$ cat src/rtl/wb_stage_pipe.sv
// MEM/WB pipeline register, writeback mux, zero-register write suppression and retire counter.
// Optional sub-word load extraction is enabled by defining WB_SUBWORD_LOAD_EN.
module wb_stage_pipe #(
    parameter int DATA_W     = 32,
    parameter int CTRL_W     = 32,
    parameter int REG_ADDR_W = 5,
    parameter int CNT_W      = 32
) (
    input  logic                  clk,
    input  logic                  rst,
    input  logic                  in_valid,
    input  logic                  stall,
    input  logic                  flush,
    input  logic [DATA_W-1:0]     ALUOut,
    input  logic [DATA_W-1:0]     MemoryOut,
    input  logic [CTRL_W-1:0]     Controls,
    input  logic [REG_ADDR_W-1:0] writeReg_in,
    output logic [DATA_W-1:0]     writeBackData,
    output logic                  regWrite,
    output logic [REG_ADDR_W-1:0] writeReg,
    output logic                  wb_valid,
    output logic [CNT_W-1:0]      retire_cnt
);

    localparam int OFF_W = $clog2(DATA_W / 8);

    logic                  valid_q;
    logic [DATA_W-1:0]     alu_q;
    logic [DATA_W-1:0]     mem_q;
    logic [CTRL_W-1:0]     ctrl_q;
    logic [REG_ADDR_W-1:0] addr_q;
    logic [DATA_W-1:0]     load_data;
    logic                  unused_ctrl;

    // Handshake: in_valid qualifies the inputs; stall acts as "not ready", so an
    // entry is accepted and the held one retires only on an edge with stall=0.
    always_ff @(posedge clk) begin
        if (rst) begin
            valid_q <= 1'b0;
            alu_q   <= '0;
            mem_q   <= '0;
            ctrl_q  <= '0;
            addr_q  <= '0;
        end else if (flush) begin
            valid_q <= 1'b0;
        end else if (!stall) begin
            valid_q <= in_valid;
            alu_q   <= ALUOut;
            mem_q   <= MemoryOut;
            ctrl_q  <= Controls;
            addr_q  <= writeReg_in;
        end
    end

    // The held instruction is counted once, on the edge that moves it out.
    always_ff @(posedge clk) begin
        if (rst) begin
            retire_cnt <= '0;
        end else if (valid_q && !stall && !flush) begin
            retire_cnt <= retire_cnt + CNT_W'(1);
        end
    end

`ifdef WB_SUBWORD_LOAD_EN
    logic [OFF_W-1:0] off;
    logic [OFF_W-1:0] half_off;
    logic [7:0]       byte_sel;
    logic [15:0]      half_sel;

    always_comb begin
        off      = alu_q[OFF_W-1:0];
        half_off = {off[OFF_W-1:1], 1'b0};
        byte_sel = 8'(mem_q >> {off, 3'b000});
        half_sel = 16'(mem_q >> {half_off, 3'b000});
        load_data = mem_q;
        case (ctrl_q[22:21])
            2'b01:   load_data = ctrl_q[23] ? DATA_W'(byte_sel)
                                            : {{(DATA_W-8){byte_sel[7]}}, byte_sel};
            2'b10:   load_data = ctrl_q[23] ? DATA_W'(half_sel)
                                            : {{(DATA_W-16){half_sel[15]}}, half_sel};
            default: load_data = mem_q;
        endcase
    end
`else
    always_comb begin
        load_data = mem_q;
    end
`endif

    // Only a handful of control bits matter in this stage; the rest ride along.
    assign unused_ctrl = ^ctrl_q;

    assign writeBackData = ctrl_q[20] ? load_data : alu_q;
    assign regWrite      = valid_q & ctrl_q[19] & (addr_q != '0);
    assign writeReg      = addr_q;
    assign wb_valid      = valid_q;

endmodule

$ cat config.mk
export PLATFORM = sky130hd
export DESIGN_NAME = wb_stage_pipe
export DESIGN_NICKNAME = d
export VERILOG_FILES = /design/src/rtl/wb_stage_pipe.sv
export SDC_FILE = /design/constraint.sdc
export NUM_CORES = 1
export LEC_CHECK = 0
export CORE_ASPECT_RATIO = 0.8
export CORE_MARGIN = 8
export CORE_UTILIZATION = 46
export CTS_BUF_LIST = sky130_fd_sc_hd__clkbuf_4 sky130_fd_sc_hd__clkbuf_8 sky130_fd_sc_hd__clkbuf_16
export DETAILED_ROUTE_END_ITERATION = 8
export PLACE_DENSITY_LB_ADDON = 0.08
export SLEW_MARGIN = 10
export SYNTH_ARGS = -nofsm -noshare
export SYNTH_HDL_FRONTEND = slang
export SYNTH_SLANG_ARGS = --single-unit
$ cat constraint.sdc
create_clock -name clk -period 3.5 [get_ports clk]
set_input_delay 0.35 -clock clk [delete_from_list [all_inputs] [get_ports clk]]
set_output_delay 0.35 -clock clk [all_outputs]
set_load 0.01 [all_outputs]
* Word level (Yosys, flattened, before mapping)
Index checks and enable logic that the tools add are counted.
Operators by class: add/sub/neg operators 1, multiplexer cells 1, bitwise gates (word level) 4, reduce and logical (&&, ||, !) cells 7
Operator list (count):
- adder 32 x 1 -> 32 bit (second input constant) | 1
- 2-to-1 mux 32 bit | 1
- nonzero test 5 bit | 1
- bitwise AND 1 bit | 2
- logical AND 1 bit | 2
- zero test 1 bit | 2
- NOT 1 bit | 2
- AND reduction 2 bit | 1
- OR reduction 2 bit | 1
Word-level totals: flip-flop bits (word level) 123, input port bits 106, output and inout port bits 71, logic and storage cells 19

* Longest topological paths before layout
Gate-level depths: netlist of the first run.
depth in word-level cells 3, depth in mapped cells 8, mapped depth without buffers 5

* Least setup slack after synthesis of the first run
OpenSTA, ideal clock, no wires.
path type register -> register, start point register retire_cnt[10], end point register retire_cnt[26], library setup time 0.070 ns, arrival time 1.877 ns, data required time 3.430 ns, setup slack 1.553 ns, cell stages (with the launch flop) 6, path buffers 1, clock period less this slack 1.947 ns, cells stage by stage dfxtp_1 nand3_1 or4_1 buf_2 or4_1 a21oi_1
Between the ends: cells in the longest elaborated chain, start to end 1
Ends and longest elaborated chain:
- start: declaration | RTL line 22 | output logic [CNT_W-1:0] retire_cnt
- start signal: assignment | RTL line 60 | retire_cnt <= retire_cnt + CNT_W'(1);
- adder 32 x 1 -> 32 bit | RTL line 60
Every way passes these cells. A chain may end at the register's enable or synchronous reset.

* Worst setup path after layout of the first run
start point register retire_cnt[10], end point register retire_cnt[29]
Same word-level chain as after synthesis.

==> results.ini, run 1 <==
[route]
top_layer_used=met4
detail_route.iter0.violations=227
m1WireLength_um=5600
post_drt_via_cell_ratio=5.35
wl_per_cell_um=16.1
total_wire_length_um=12400
first_pass_iters=4
drc_errors=0
final_antenna_net_count=0
via_count=4138
wl_met3_um=905
met2RoutedLength_um=5820

[clock_network]
cts.hold.buffers_added=0
clkLatencyLatePin_ps=340
tritoncts=built
cts.sink_count=104
cts.htree.levels=3
clk_root_buffer_cell=sky130_fd_sc_hd__clkbuf_16
cts_buffers=9
post_cts_resized=0
cts_max_path_buffers=2
clkTransAtPathRegs_ps=70
postCtsSetupRepairBufs=0

[power]
vdd_drop_max_uv=202
p_leak_nw=2.15
pwr_density_mw_per_mm2=397

[critical_path]
crit_path_start_kind=flop
worstPathArrival_ps=2630
critPathMaxFanout=18
worstSetupEndpointType=flop
critical_path.slowest_cell=sky130_fd_sc_hd__or4_1
critPathRequiredTime_ps=3760
critPathMaxStageDelay_ps=840
timing_worst_setup_path_type=reg2reg
timing.critical_path.mode_cell=sky130_fd_sc_hd__or4_1
crit_path_cell_trace=nand3_1, or4_1, or4_1, a21oi_1

[layout]
antenna-diode-count=0
instances_no_fill=774
ff_latch_area_mm2=0.00208
multiInputGateArea_mm2=0.00213
num-fill-cells=843
area_growth_pct=40.3
nets=760
fraction_of_layout_cells_with_a_size_suffix_above_1=0.0840

[floorplan]
die-width_um=125
placeableCoreArea_mm2=0.00945
die_h_um=103
floorplan.initialDensity=0.464
die-area_mm2=0.0129
design.portCount=177
floorplan.rows=32

[yosys]
mappedNetlistArea_mm2=0.00439
netlist_top_cells_area=sky130_fd_sc_hd__dfxtp_1 (47%), sky130_fd_sc_hd__nand2_1 (13%), sky130_fd_sc_hd__a21oi_1 (11%)
seq_total_area_yosys=0.474
post_synth_mux_area_share=0.0844
synthTopCellsByCount=sky130_fd_sc_hd__nand2_1 (152), sky130_fd_sc_hd__dfxtp_1 (104), sky130_fd_sc_hd__a21oi_1 (93)
synthesized_instance_count=534
synth_area_leader_cell=sky130_fd_sc_hd__dfxtp_1
yosys.area_share.simple=0.236
synth_top_family_by_area=simple AND/OR/NAND/NOR gates
async_flop_share=0
synth-adder-area-share=0.00285
ys_seq_elements=104
synth.distinct_cells=27
synth-warning-count=0
synth_top_flop_cell=sky130_fd_sc_hd__dfxtp_1
synth_xor_area_frac=0.0200
synth_compound_gate_area_share=0.141
net_count_after_synthesis=641
syn_avg_cell_area_um2=8.22
yosys.cell_count.top_type=sky130_fd_sc_hd__nand2_1
synth_edf_count=0
synthDominantCellAreaShare=0.474

[timing]
finalClockSkew_ps=5.64
timing.final.ws_setup_ps=1140
max-slew-margin-rel=0.270
timing.final.crit_period_ps=2360
final_max_slew_viol_count=0
hold_viol=0
top_achievable_clock_speed_mhz=423
whs_ps=452
unrepaired_setup_endpoints_after_global_routing=no
tightestPinTransition_ps=1090
setup_tns_ps=0
final-setup-viol-count=0
min_period_over_period=0.675

[global_routing]
grt_max_degree=105
grt_antenna_before_repair=0
globalRouteTotalUtil=0.190
first_global_vias=3901
grt_first_pass_wirelength_um=19800
grt.overflow.total=0

[place]
dp_slack_ps=967
gp_routability_congestion=0.787
hpwlAfterDp_um=8450
post-place-cells=761
place.port_buffers=146

[run]
drv_cap=0

[min_path]
timing.hold.worst.class=reg2reg

[status]
status=finished clean

[per-layer routing]
layer	GRT usage	vias up
met1	0.232	1941
met4	0.0616	0
met5	0	-
met2	0.305	109
met3	0.0738	11
li1	-	2077
[worst max-delay path: cells and delay by family, from the launching register on]
| family | cells | cell delay, ps |
|---|---|---|
| and+or+nand+nor | 3 | 1720 |
| DFF | 1 | 410 |
| AOI/OAI and AO/OA | 1 | 150 |
[power by group]
part	internal, mW	switching, mW
clock	0.516	0.408
combinational	0.157	0.118
sequential	1.22	0.0197
total	1.90	0.546
[registers in the layout (all words and copies together), names as in the netlist]
register	cells
writeReg	5
load_data	32
alu_q	32
wb_valid	1
ctrl_q	2
retire_cnt	32
[final cells by class]
cell class / instances / area share
Multi-Input combinational cell: 385 / 0.347
Sequential cell: 104 / 0.338
Timing Repair Buffer: 150 / 0.246
Clock buffer: 12 / 0.0423
Tap cell: 119 / 0.0242
Inverter: 3 / 0.00183
Clock inverter: 1 / 0.000813
[cell families (layout without fill, tap and decap cells)]
group	after synthesis	after routing
xor gates and xnor gates	10	10
and+or+nand+nor	226	226
muxes	33	33
buffers and inverters	45	166
DFF	104	104
adders and majority gates	1	1
AOI/OAI and AO/OA	115	115
[metrics by stage]
step,cell area (um^2),utilization,power [mW]
finish,6160,0.651,2.44
floorplan,4390,-,1.38
detailed placement,5890,0.623,1.54
global route,6160,0.651,2.55
CTS,6160,0.651,2.48
global placement,5890,0.623,1.54
[final timing paths]
kind,startpoint,to,slack (ps),cells after the start
hold reg to reg,load_data[21],load_data[21],450,2
hold / removal,load_data[21],load_data[21],450,2
setup reg to reg,retire_cnt[10],retire_cnt[29],1140,4
setup / recovery,retire_cnt[10],retire_cnt[29],1140,4
[layout by cell type (no fill, tap or decap), types with 2 or more instances in the layout]
cell type,count
sky130_fd_sc_hd__a21oi_1,93
sky130_fd_sc_hd__and2_1,2
sky130_fd_sc_hd__and3_1,4
sky130_fd_sc_hd__and4_1,5
sky130_fd_sc_hd__buf_12,2
sky130_fd_sc_hd__buf_4,3
sky130_fd_sc_hd__clkbuf_16,9
sky130_fd_sc_hd__clkbuf_8,2
sky130_fd_sc_hd__clkdlybuf4s50_1,145
sky130_fd_sc_hd__dfxtp_1,104
sky130_fd_sc_hd__inv_1,3
sky130_fd_sc_hd__mux2_2,32
sky130_fd_sc_hd__nand2_1,152
sky130_fd_sc_hd__nand3_1,13
sky130_fd_sc_hd__nand4_1,10
sky130_fd_sc_hd__nor2_1,10
sky130_fd_sc_hd__o21ai_0,5
sky130_fd_sc_hd__o31ai_1,16
sky130_fd_sc_hd__or2_2,2
sky130_fd_sc_hd__or3_1,6
sky130_fd_sc_hd__or4_1,18
sky130_fd_sc_hd__xor2_1,10
(Power assumes the default switching activity.)
==> run 2: changes to the inputs <==
Settings changed: CORE_UTILIZATION 46 to 43.
Clock period 3.5 ns to 2.3 ns, I/O delays scaled along.
==> run 2 against run 1 <==
Core utilization decreased by 2.6 points. Die area is 6.0% higher. Global-route usage is 1.4 points lower. Sequential power grew 52%. Fmax increased by 13%. Total power up 53%. Clock power is 55% higher. Clock-buffer cell count shrank 2. Setup slack worse by 940 ps.
==> results.ini, run 2 (synthesized netlist as in run 1, its figures left out) <==
[status]
status=finished clean

[floorplan]
floorplan.initialDensity=0.436  ; -0.0288
die_h_um=106  ; +2.9%
design.portCount=177  ; unchanged
placeableCoreArea_mm2=0.0101  ; +6.6%
floorplan.rows=33  ; +3.1%
die-area_mm2=0.0137  ; +6.0%
die-width_um=129  ; +3.0%

[global_routing]
grt_max_degree=62  ; -41%
grt_first_pass_wirelength_um=19600  ; -0.80%
first_global_vias=3997  ; +2.5%
grt_antenna_before_repair=0  ; unchanged
grt.overflow.total=0  ; unchanged
globalRouteTotalUtil=0.176  ; -0.0141

[clock_network]
cts.sink_count=104  ; unchanged
cts.hold.buffers_added=0  ; unchanged
clkLatencyLatePin_ps=340  ; about the same
cts_max_path_buffers=2  ; unchanged
clkTransAtPathRegs_ps=70  ; about the same
cts.htree.levels=3  ; unchanged
postCtsSetupRepairBufs=0  ; unchanged
post_cts_resized=0  ; unchanged
clk_root_buffer_cell=sky130_fd_sc_hd__clkbuf_16
tritoncts=built
cts_buffers=9  ; unchanged

[timing]
timing.final.crit_period_ps=2100  ; -264 ps
unrepaired_setup_endpoints_after_global_routing=no
finalClockSkew_ps=4.29  ; -1.35 ps
whs_ps=358  ; -93.9 ps
min_period_over_period=0.912  ; +0.237
timing.final.ws_setup_ps=202  ; -936 ps
setup_tns_ps=0  ; unchanged
hold_viol=0  ; unchanged
max-slew-margin-rel=0.649  ; +0.379
final-setup-viol-count=0  ; unchanged
final_max_slew_viol_count=0  ; unchanged
tightestPinTransition_ps=527  ; -568 ps
top_achievable_clock_speed_mhz=477  ; +13%

[layout]
stdcell_area_mm2=0.00630  ; +2.4%
nets=772  ; +1.6%
fraction_of_layout_cells_with_a_size_suffix_above_1=0.104  ; +0.0205
layout_commonest_cell=sky130_fd_sc_hd__nand2_1
instances_no_fill=810  ; +4.7%
area_growth_pct=43.6
num-fill-cells=962  ; +14%
layout_common_cells=sky130_fd_sc_hd__nand2_1 (152), sky130_fd_sc_hd__clkdlybuf4s50_1 (145), sky130_fd_sc_hd__dfxtp_1 (104), sky130_fd_sc_hd__a21oi_1 (93), sky130_fd_sc_hd__mux2_2 (32)
antenna-diode-count=0  ; unchanged

[route]
via_count=4163  ; +0.60%
drc_errors=0  ; unchanged
detail_route.iter0.violations=252  ; +11%
total_wire_length_um=12300  ; -1.1%
first_pass_iters=4  ; unchanged
post_drt_via_cell_ratio=5.14  ; -3.9%
final_antenna_net_count=0  ; unchanged
wl_per_cell_um=15.2  ; -5.5%

[place]
place.port_buffers=146  ; unchanged
hpwlAfterDp_um=8680  ; +2.7%
post-place-cells=794  ; +4.3%
dpl-instance-area_mm2=0.00602  ; +2.2%
gp_routability_congestion=0.749  ; -4.9%
dp_slack_ps=202  ; -765 ps

[critical_path]
critPathMaxFanout=18  ; unchanged
worstSetupEndpointType=flop
timing_worst_setup_path_type=reg2reg
critPathRequiredTime_ps=2560  ; -1200 ps
crit_path_start_kind=flop
worstPathArrival_ps=2360  ; -270 ps

[power]
pwr_density_mw_per_mm2=594  ; +50%
vdd_drop_max_uv=501  ; +150%
p_leak_nw=2.22  ; +3.1%

[min_path]
timing.hold.worst.class=in2reg

[run]
drv_cap=0  ; unchanged

run 2: cell count changes in the layout (fill, tap and decap cells not counted):
cell	before	now
sky130_fd_sc_hd__inv_6	0	1
sky130_fd_sc_hd__clkbuf_8	2	1
sky130_fd_sc_hd__clkinv_2	1	2
sky130_fd_sc_hd__buf_4	3	14
sky130_fd_sc_hd__clkinvlp_4	0	1
sky130_fd_sc_hd__clkbuf_4	1	0
sky130_fd_sc_hd__clkinv_4	0	2
sky130_fd_sc_hd__buf_12	2	3
run 2: area by class of cell:
cell class	count	area [um^2]	area share
clock inverter	6	43.8	0.00695
tap	140	175	0.0278
inverter	3	11.3	0.00179
clock buffer	10	239	0.0379
multi-input combinational	385	2130	0.339
sequential	104	2080	0.330
timing repair buffer	162	1620	0.257
run 2: stage by stage:
step / util / total power [mW]
3_5_place_dp: 0.597 / 2.36
4_1_cts: 0.626 / 3.80
2_1_floorplan: - / 2.10
6_report: 0.626 / 3.75
3_3_place_gp: 0.597 / 2.35
5_1_grt: 0.626 / 3.91
run 2: critical path: stages, from the launching register on:
cell	delay (ps)
sky130_fd_sc_hd__dfxtp_1	440
sky130_fd_sc_hd__nand4_2	160
sky130_fd_sc_hd__or4_1	540
sky130_fd_sc_hd__buf_4	210
sky130_fd_sc_hd__or4_1	510
sky130_fd_sc_hd__a21oi_1	160
run 2: per-layer routing:
layer / share of wire / routed length (um) / track usage / vias up
met1: 0.45 / 5570 / 0.216 / 1946
li1: - / - / - / 2113
met3: 0.063 / 771 / 0.0585 / 7
met5: 0 / 0 / 0 / -
met4: 0.0079 / 97 / 0.0435 / 0
met2: 0.48 / 5850 / 0.291 / 97
run 2: final timing paths:
path                   from             end  slack, ps  cells past startpoint
max          retire_cnt[14]  retire_cnt[31]        200                      5
min                     rst     writeReg[4]        360                      2
max reg2reg  retire_cnt[14]  retire_cnt[31]        200                      5
min reg2reg   load_data[22]   load_data[22]        450                      2
run 2: where the power goes:
group | internal (mW) | leakage, nW | switching (mW)
clock network | 0.767 | 0.139 | 0.663
logic | 0.249 | 1.24 | 0.182
registers | 1.86 | 0.846 | 0.0271
total | 2.87 | 2.22 | 0.871
